## src/rtl/arbitro_logica4.sv

```systemverilog
// Round-robin arbiter sharing one 4-bit logic unit between two requesters.
// Define LOGIC4_XOR_EN to enable opcode 10 (A XOR B); otherwise it is illegal.

module logic4_and (
    input  logic a,
    input  logic b,
    output logic y
);
    assign y = a & b;
endmodule

module logic4_or (
    input  logic a,
    input  logic b,
    output logic y
);
    assign y = a | b;
endmodule

module logic4_unit (
    input  logic [1:0] op,
    input  logic [3:0] a,
    input  logic [3:0] b,
    output logic [3:0] y,
    output logic       illegal
);
    logic [3:0] and_ab;
    logic [3:0] or_ab;
`ifdef LOGIC4_XOR_EN
    logic [3:0] xor_ab;
`endif

    for (genvar i = 0; i < 4; i++) begin : g_bit
        logic4_and u_and (
            .a (a[i]),
            .b (b[i]),
            .y (and_ab[i])
        );
        logic4_or u_or (
            .a (a[i]),
            .b (b[i]),
            .y (or_ab[i])
        );
`ifdef LOGIC4_XOR_EN
        // XOR as (A|B) & ~(A&B), reusing the gate cells
        logic4_and u_xor (
            .a (or_ab[i]),
            .b (~and_ab[i]),
            .y (xor_ab[i])
        );
`endif
    end

    always_comb begin
        y       = 4'b0000;
        illegal = 1'b0;
        unique case (op)
            2'b00: y = and_ab;
            2'b01: y = or_ab;
            2'b10: begin
`ifdef LOGIC4_XOR_EN
                y = xor_ab;
`else
                illegal = 1'b1;
`endif
            end
            2'b11: y = ~a;
            default: y = 4'b0000;
        endcase
    end
endmodule

module arbitro_logica4 #(
    parameter int EXEC_CYCLES = 1
) (
    input  logic       clk,
    input  logic       reset,
    input  logic       req0,
    input  logic [1:0] op0,
    input  logic [3:0] a0,
    input  logic [3:0] b0,
    input  logic       req1,
    input  logic [1:0] op1,
    input  logic [3:0] a1,
    input  logic [3:0] b1,
    output logic [3:0] S,
    output logic       done0,
    output logic       done1,
    output logic       err,
    output logic       busy
);
    typedef enum logic [1:0] {
        IDLE = 2'b00,
        EXEC = 2'b01,
        DONE = 2'b10
    } state_t;

    localparam logic [2:0] CNT_LOAD = 3'(EXEC_CYCLES - 1);

    state_t     state;
    state_t     next_state;
    logic [1:0] op_q;
    logic [3:0] a_q;
    logic [3:0] b_q;
    logic       idx;
    logic       ultimo;
    logic [2:0] cnt;

    logic       grant;
    logic       grant_idx;
    logic [3:0] unit_y;
    logic       unit_illegal;

    logic4_unit u_unit (
        .op      (op_q),
        .a       (a_q),
        .b       (b_q),
        .y       (unit_y),
        .illegal (unit_illegal)
    );

    always_comb begin
        next_state = state;
        grant      = 1'b0;
        grant_idx  = 1'b0;
        unique case (state)
            IDLE: begin
                // on a tie the requester not served last wins
                if (req0 && req1) begin
                    grant     = 1'b1;
                    grant_idx = ~ultimo;
                end else if (req0) begin
                    grant     = 1'b1;
                    grant_idx = 1'b0;
                end else if (req1) begin
                    grant     = 1'b1;
                    grant_idx = 1'b1;
                end
                if (grant) begin
                    next_state = EXEC;
                end
            end
            EXEC: begin
                if (cnt == 3'd0) begin
                    next_state = DONE;
                end
            end
            DONE: next_state = IDLE;
            default: next_state = IDLE;
        endcase
    end

    always_ff @(posedge clk or posedge reset) begin
        if (reset) begin
            state  <= IDLE;
            op_q   <= 2'b00;
            a_q    <= 4'b0000;
            b_q    <= 4'b0000;
            idx    <= 1'b0;
            ultimo <= 1'b1;
            cnt    <= 3'd0;
            S      <= 4'b0000;
            err    <= 1'b0;
        end else begin
            state <= next_state;
            if (grant) begin
                op_q <= grant_idx ? op1 : op0;
                a_q  <= grant_idx ? a1 : a0;
                b_q  <= grant_idx ? b1 : b0;
                idx  <= grant_idx;
                cnt  <= CNT_LOAD;
            end
            if (state == EXEC) begin
                if (cnt != 3'd0) begin
                    cnt <= cnt - 3'd1;
                end else begin
                    S   <= unit_y;
                    err <= unit_illegal;
                end
            end
            if (state == DONE) begin
                ultimo <= idx;
            end
        end
    end

    assign done0 = (state == DONE) && !idx;
    assign done1 = (state == DONE) && idx;
    assign busy  = (state != IDLE);

endmodule

```

## config.mk

```make
export PLATFORM = sky130hd
export DESIGN_NAME = arbitro_logica4
export DESIGN_NICKNAME = d
export VERILOG_FILES = /design/src/rtl/arbitro_logica4.sv
export SDC_FILE = /design/constraint.sdc
export NUM_CORES = 1
export LEC_CHECK = 0
export ABC_AREA = 1
export BUFFER_PORTS_ARGS = -buffer_cell sky130_fd_sc_hd__buf_4
export CORE_MARGIN = 1.5
export CORE_UTILIZATION = 49
export CTS_BUF_LIST = sky130_fd_sc_hd__clkbuf_4
export CTS_CLUSTER_DIAMETER = 50
export CTS_CLUSTER_SIZE = 8
export DETAILED_ROUTE_END_ITERATION = 10
export GPL_TIMING_DRIVEN = 0
export PLACE_DENSITY = 0.74
export SLEW_MARGIN = 20
export SYNTH_ARGS = -nofsm -noshare
export SYNTH_HDL_FRONTEND = slang
export SYNTH_HIERARCHICAL = 1
export SYNTH_SLANG_ARGS = --single-unit
```

## constraint.sdc

```tcl
create_clock -name clk -period 1.15 [get_ports clk]
set_input_delay 0.0575 -clock clk [delete_from_list [all_inputs] [get_ports clk]]
set_output_delay 0.0575 -clock clk [all_outputs]
set_load 0.02 [all_outputs]
```

==> flow_summary.yaml, run 1 <==
yosys:
  synth_top_area_share_pct: 41.10
  synthesis.area_um2: 1279
  synthTopCellsByArea: "dfrtp_1, nand2_1, inv_1, nand3_1, nand3b_1"
  yosysUniqueCellTypes: 19
  yosysTopAreaCell: "dfrtp_1"
  ys_seq_elements: 22
  yosysSeqAreaShare_pct: 43.15
  postSynthCellCount: 183
  avgSynthCellArea_um2: 6.988
  yosys_warnings: 6
  syn_nets: 209
global_route:
  grt_max_degree: 23
  use_met2_pct: 37.40
  grt_antenna_before_repair: 0
  met3_usage_pct: 3.333
  track_usage_pct: 20.63
  grt_pass1_wl_um: 4298
  grt-ovfl-total: 0
  use_met1_pct: 23.82
  busiest_layer: "met2"
  grt_pass1_vias: 1098
cts:
  htree_levels: 1
  clkTransAtPathRegs_ns: 0.12
  cts_tree: "yes"
  cts_buffer_depth: 2
  numCtsBuffers: 3
  clk-insertion-delay-late_ns: 0.32
  cts.sinks: 22
  ctsRootBufferMaster: "clkbuf_4"
worst_setup_path:
  critPathKind: "reg2out"
  cp_max_fo: 4
  max_stage_delay_ns: 0.46
  critPathLaunchType: "flip-flop"
  path_buf_inv: 2
  crit_chain: "nor2_4 > inv_2 > buf_6"
  path_delay_family: "flip-flops"
  critPathRequiredTime_ns: 1.09
  crit_slowest_cell: "dfrtp_2"
  cp-end-kind: "primary output"
  crit_arrival_ns: 1.15
placed_design:
  gp_congestion: 0.7680
  place_inst: 244
  io_buffers: 31
  dp.final_hpwl_um: 1945
timing:
  rsz0062_at_grt: "yes"
  worst_pin_slew_ns: 0.4603
  slew_viol_final: 0
  fin_skew_ns: 0.005129
  period_needed_ns: 1.208
  finalSetupViolations: 13
  setup_slack_ns: -0.05790
  clock.fmax_mhz: 827.9
  finalHoldViolations: 0
  relSlewSlack_pct: 69.25
  finalCritPeriodShare_pct: 105.0
detailed_routing:
  drc_errors: 0
  num_vias: 1209
  postRouteAntennaNets: 0
  drt-wirelength-per-cell_um: 10.31
  totalWireLength_um: 2629
  first_pass_iters: 4
  viasPerCell: 4.741
  drtIter0Drc: 13
die:
  start_util_pct: 51.62
  core_um2: 2477
  pin_count: 32
  die_x_um: 54.09
  fp-row-count: 18
  die_h_um: 54.09
  dieArea_um2: 2925
layout:
  antenna-diode-count: 0
  layout-area-overhead-vs-synth_pct: 37.28
  final_cells: 255
  nNetsFinal: 252
  fin_util_pct: 70.86
  drive_gt1_share_pct: 33.78
run:
  cap_violations: 0
run_status:
  violations: "negative setup slack"
  status: "finished, violations left"
power:
  power_density_nw_per_um2: 2154
  total_leakage_power_nw: 0.9961
  vdd_drop_max_mv: 1.340
worst_hold_path:
  worstHoldPathType: "in2reg"
placed cells by master (no fill, tap or decap), drive strengths merged:
master        n
nand2        65
clkbuf        5
dlygate4sd3   1
dfrtp        21
ha            2
nor2          7
nand3b        8
buf          41
inv          38
xnor2         1
o21ai         6
dfstp         1
clkinvlp      1
nand3        25
nand4         2
clkinv        1
worst reg2reg max path, cell delays in order (launching register included):
cell	delay, ns
dfrtp_2	0.46
nor2_4	0.20
nand3_2	0.13
buf_4	0.14
nand2_1	0.06
nand3_2	0.08
nand2_1	0.07
sequential cells by signal, summed over array words and instances (netlist names):
register	count
err	1
op_q	2
idx	1
a_q	4
b_q	4
state	2
S	4
cnt	3
ultimo	1
what timing repair did:
item	CTS	global route
cloned	1	0
resized for setup	12	27
pin swaps	3	11
setup buffers	4	1
hold buffers	1	0
endpoints found under the hold margin	21	0
setup endpoints to repair	13	23
final timing paths:
| kind | start | to | slack (ns) | cells past startpoint |
|---|---|---|---|---|
| max in group asynchronous | reset | ultimo$_DFFE_PP1N_ | 0.53 | 3 |
| min | b0[2] | b_q[2]$_DFFE_PP0P_ | 0.03 | 5 |
| max | state[1]$_DFFE_PP0P_ | busy | -0.06 | 3 |
| min reg2reg | S[2]$_DFFE_PP0P_ | S[2]$_DFFE_PP0P_ | 0.50 | 2 |
| max reg2reg | state[1]$_DFFE_PP0P_ | op_q[1]$_DFFE_PP0P_ | -0.04 | 6 |
| min in group asynchronous | reset | err$_DFFE_PP0P_ | 0.30 | 3 |
layout make-up:
cell class                      count  area [um^2]
Inverter                           39        152.6
Timing Repair Buffer               38        299.0
Fill cell                         209        721.9
Sequential cell                    22        553.0
Tap cell                           30        37.54
Clock inverter                      1        3.754
Buffer                              6        41.29
Multi-Input combinational cell    116        645.6
Clock buffer                        3        22.52
kinds of logic (layout without fill, tap and decap cells):
logic type	count (synthesis)	in the layout	share of synthesized area, %
compound gates	6	6	2.642
xor+xnor	1	1	0.6851
fa+ha+maj	2	2	1.957
buf+inv	45	87	13.80
flops	22	22	43.15
simple gates	107	107	37.77
per-stage QoR:
step	worst slack (ns)	area [um^2]	hold slack, ns	setup TNS (ns)	power, W
floorplan	0.06264	1279	0.04598	0	0.002525
CTS	-0.05863	1654	0.03242	-0.6027	0.003598
detailed placement	-0.03580	1549	0.2649	-0.2275	0.003018
global route	-0.1015	1755	0.04043	-1.321	0.004094
global placement	-0.02684	1549	0.2440	-0.07323	0.002942
finish	-0.05790	1755	0.03377	-0.4202	0.003782
synth_stat cells (all sizes together):
cell type,number
o21ai,6
inv,39
clkbuf,2
xnor2,1
nand2,65
dfrtp,21
nand4,2
dfstp,1
nand3b,8
nand3,25
ha,2
nor2,7
buf,4
where the power goes:
group / switching [W] / internal [W] / leakage, nW / total [W]
combinational: 0.00117 / 0.000888 / 0.704 / 0.00206
sequential: 0.000265 / 0.00109 / 0.277 / 0.00136
clock: 0.000236 / 0.000127 / 0.0154 / 0.000364
total: 0.00168 / 0.00211 / 0.996 / 0.00378
routing by layer:
layer	share of wire, %	routed length [um]
met2	51	1328
met5	0	0
met1	43	1124
met4	1.8	48
met3	4.8	127
(Power assumes the default switching activity.)
==> run 2: changes to the inputs <==
--- a/config.mk
+++ b/config.mk
@@ -7,14 +7,13 @@
 export LEC_CHECK = 0
 export ABC_AREA = 1
 export BUFFER_PORTS_ARGS = -buffer_cell sky130_fd_sc_hd__buf_4
-export CORE_MARGIN = 1.5
 export CORE_UTILIZATION = 49
 export CTS_BUF_LIST = sky130_fd_sc_hd__clkbuf_4
 export CTS_CLUSTER_DIAMETER = 50
 export CTS_CLUSTER_SIZE = 8
 export DETAILED_ROUTE_END_ITERATION = 10
 export GPL_TIMING_DRIVEN = 0
-export PLACE_DENSITY = 0.74
+export PLACE_DENSITY_LB_ADDON = 0.15
 export SLEW_MARGIN = 20
 export SYNTH_ARGS = -nofsm -noshare
 export SYNTH_HDL_FRONTEND = slang
==> constraint.sdc (replaced) <==
create_clock -name clk -period 1 [get_ports clk]
set_input_delay 0.05 -clock clk [delete_from_list [all_inputs] [get_ports clk]]
set_output_delay 0.05 -clock clk [all_outputs]
set_load 0.02 [all_outputs]
==> run 2 against run 1 <==
Clock power rose by 13%; the run ends with design-rule violations, negative setup slack left; non-clock buffer count grew 1; highest routed layer unchanged; first-iteration DRC count increased by 15%.
==> flow_summary.yaml, run 2 (synthesized netlist as in run 1, its figures left out) <==
global_route:
  grt_pass1_vias: 1100
  grt_pass1_wl_um: 4478
  grt-ovfl-total: 0
  grt_max_degree: 23
  track_usage_pct: 22.11
  grt_antenna_before_repair: 0
timing:
  finalCritPeriodShare_pct: 120.0
  fin_skew_ns: 0.004877
  setup_tns_ns: -3.654
  worst_pin_slew_ns: 0.4669
  relSlewSlack_pct: 68.81
  clock.fmax_mhz: 833.2
  slew_viol_final: 0
  finalHoldViolations: 0
  period_needed_ns: 1.200
  setup_slack_ns: -0.2002
  finalSetupViolations: 24
  rsz0062_at_grt: "yes"
cts:
  cts.sinks: 22
  numCtsBuffers: 3
  clk-insertion-delay-late_ns: 0.31
  cts_buffer_depth: 2
  cts_tree: "yes"
  ctsRootBufferMaster: "clkbuf_4"
  htree_levels: 1
  clkTransAtPathRegs_ns: 0.12
worst_hold_path:
  min_path_cells: 5
  worstHoldStart: "op0[0]"
  worstHoldPathType: "in2reg"
power:
  total_leakage_power_nw: 1.031
  vdd_drop_max_mv: 1.787
  power_density_nw_per_um2: 2421
  power_w: 0.004314
detailed_routing:
  num_vias: 1198
  viasPerCell: 4.680
  drt-wirelength-per-cell_um: 10.77
  postRouteAntennaNets: 0
  drtIter0Drc: 15
  first_pass_iters: 7
  drc_errors: 2
  totalWireLength_um: 2758
layout:
  antenna-diode-count: 0
  mostFrequentLayoutCells: "nand2_1, buf_4, inv_1"
  drive_gt1_share_pct: 34.51
  multi_input_area_um2: 654.4
  layout-area-overhead-vs-synth_pct: 39.33
  fill_cells: 203
  final_cells: 256
  ff_latch_area_um2: 553.0
  nNetsFinal: 253
  final_common_cell: "nand2_1"
  largest_registers: "S (4), a_q (4), b_q (4)"
die:
  die_x_um: 53.09
  pin_count: 32
  fp-row-count: 18
  dieArea_um2: 2818
  core_um2: 2477
  start_util_pct: 51.62
  die_h_um: 53.09
worst_setup_path:
  worst_r2r_path_depth: 6
  startpoint: "state[1]$_DFFE_PP0P_"
  critPathKind: "reg2out"
  cp-end-kind: "primary output"
  r2r_start: "state[1]$_DFFE_PP0P_"
  crit_arrival_ns: 1.15
  critPathLaunchType: "flip-flop"
  critPathRequiredTime_ns: 0.95
  cp_max_fo: 4
run_status:
  status: "finished, violations left"
  violations: "design-rule violations, negative setup slack"
run:
  cap_violations: 0
placed_design:
  place_inst: 244
  io_buffers: 31
  gp_congestion: 0.8017
  dp.final_hpwl_um: 1913
run 2: cell types whose count changed in the layout (fill, tap and decap cells not counted), moves of 2 or more:
cell and change:
nand3_2 -5, o21ai_2 +3, o21ai_1 -2, nand3_1 +5, buf_6 +2, nand2_1 -2, nand2_4 +2
run 2: what timing repair did:
item                       CTS  global route
hold endpoints to repair    21             0
setup endpoints to repair   24            45
gates resized for setup     15            20
setup buffers                5             2
hold buffers                 1             0
pin swaps                    3             2
run 2: final timing paths:
check / end / slack, ns
worst max-delay path: busy / -0.20
min in group asynchronous: S[0]$_DFFE_PP0P_ / 0.30
max in group asynchronous: ultimo$_DFFE_PP1N_ / 0.38
worst min-delay path: op_q[0]$_DFFE_PP0P_ / 0.02
worst min register to register: S[3]$_DFFE_PP0P_ / 0.50
worst max register to register: op_q[1]$_DFFE_PP0P_ / -0.19
run 2: area by class of cell:
type	count	share of cell area [%]
well taps	30	2.107
inverters	39	8.567
clock inverters	1	0.2107
plain buffers	6	2.669
clock buffers	3	1.264
multi-input cells	116	36.73
repair buffers	39	17.42
flip-flops and latches	22	31.04
run 2: through the flow:
step	hold slack [ns]	area, um^2	util [%]	setup slack (ns)
floorplan	0.03848	1314	-	-0.01287
global placement	0.2251	1584	63.94	-0.1323
detailed placement	0.2424	1584	63.94	-0.1666
CTS	0.02626	1685	68.03	-0.2340
global route	0.04056	1782	71.92	-0.2766
finish	0.02492	1782	71.92	-0.2002
run 2: metal layers:
metal  vias up  track usage (%)  part of all wire, %
met5         -                0                    0
met4         0            10.96                  2.0
li1        636                -                    -
met1       510            27.37                   40
met2        47            37.55                   53
met3         5            2.586                  5.1
run 2: worst max-delay path, stage by stage, from the launching register on:
cell     delay, ns
dfrtp_2       0.47
nor2_4        0.19
inv_2         0.05
buf_6         0.13
run 2: where the power goes:
| group | switching (W) | internal (W) |
|---|---|---|
| combinational | 0.00133 | 0.00100 |
| clock | 0.000266 | 0.000146 |
| sequential | 0.000315 | 0.00126 |
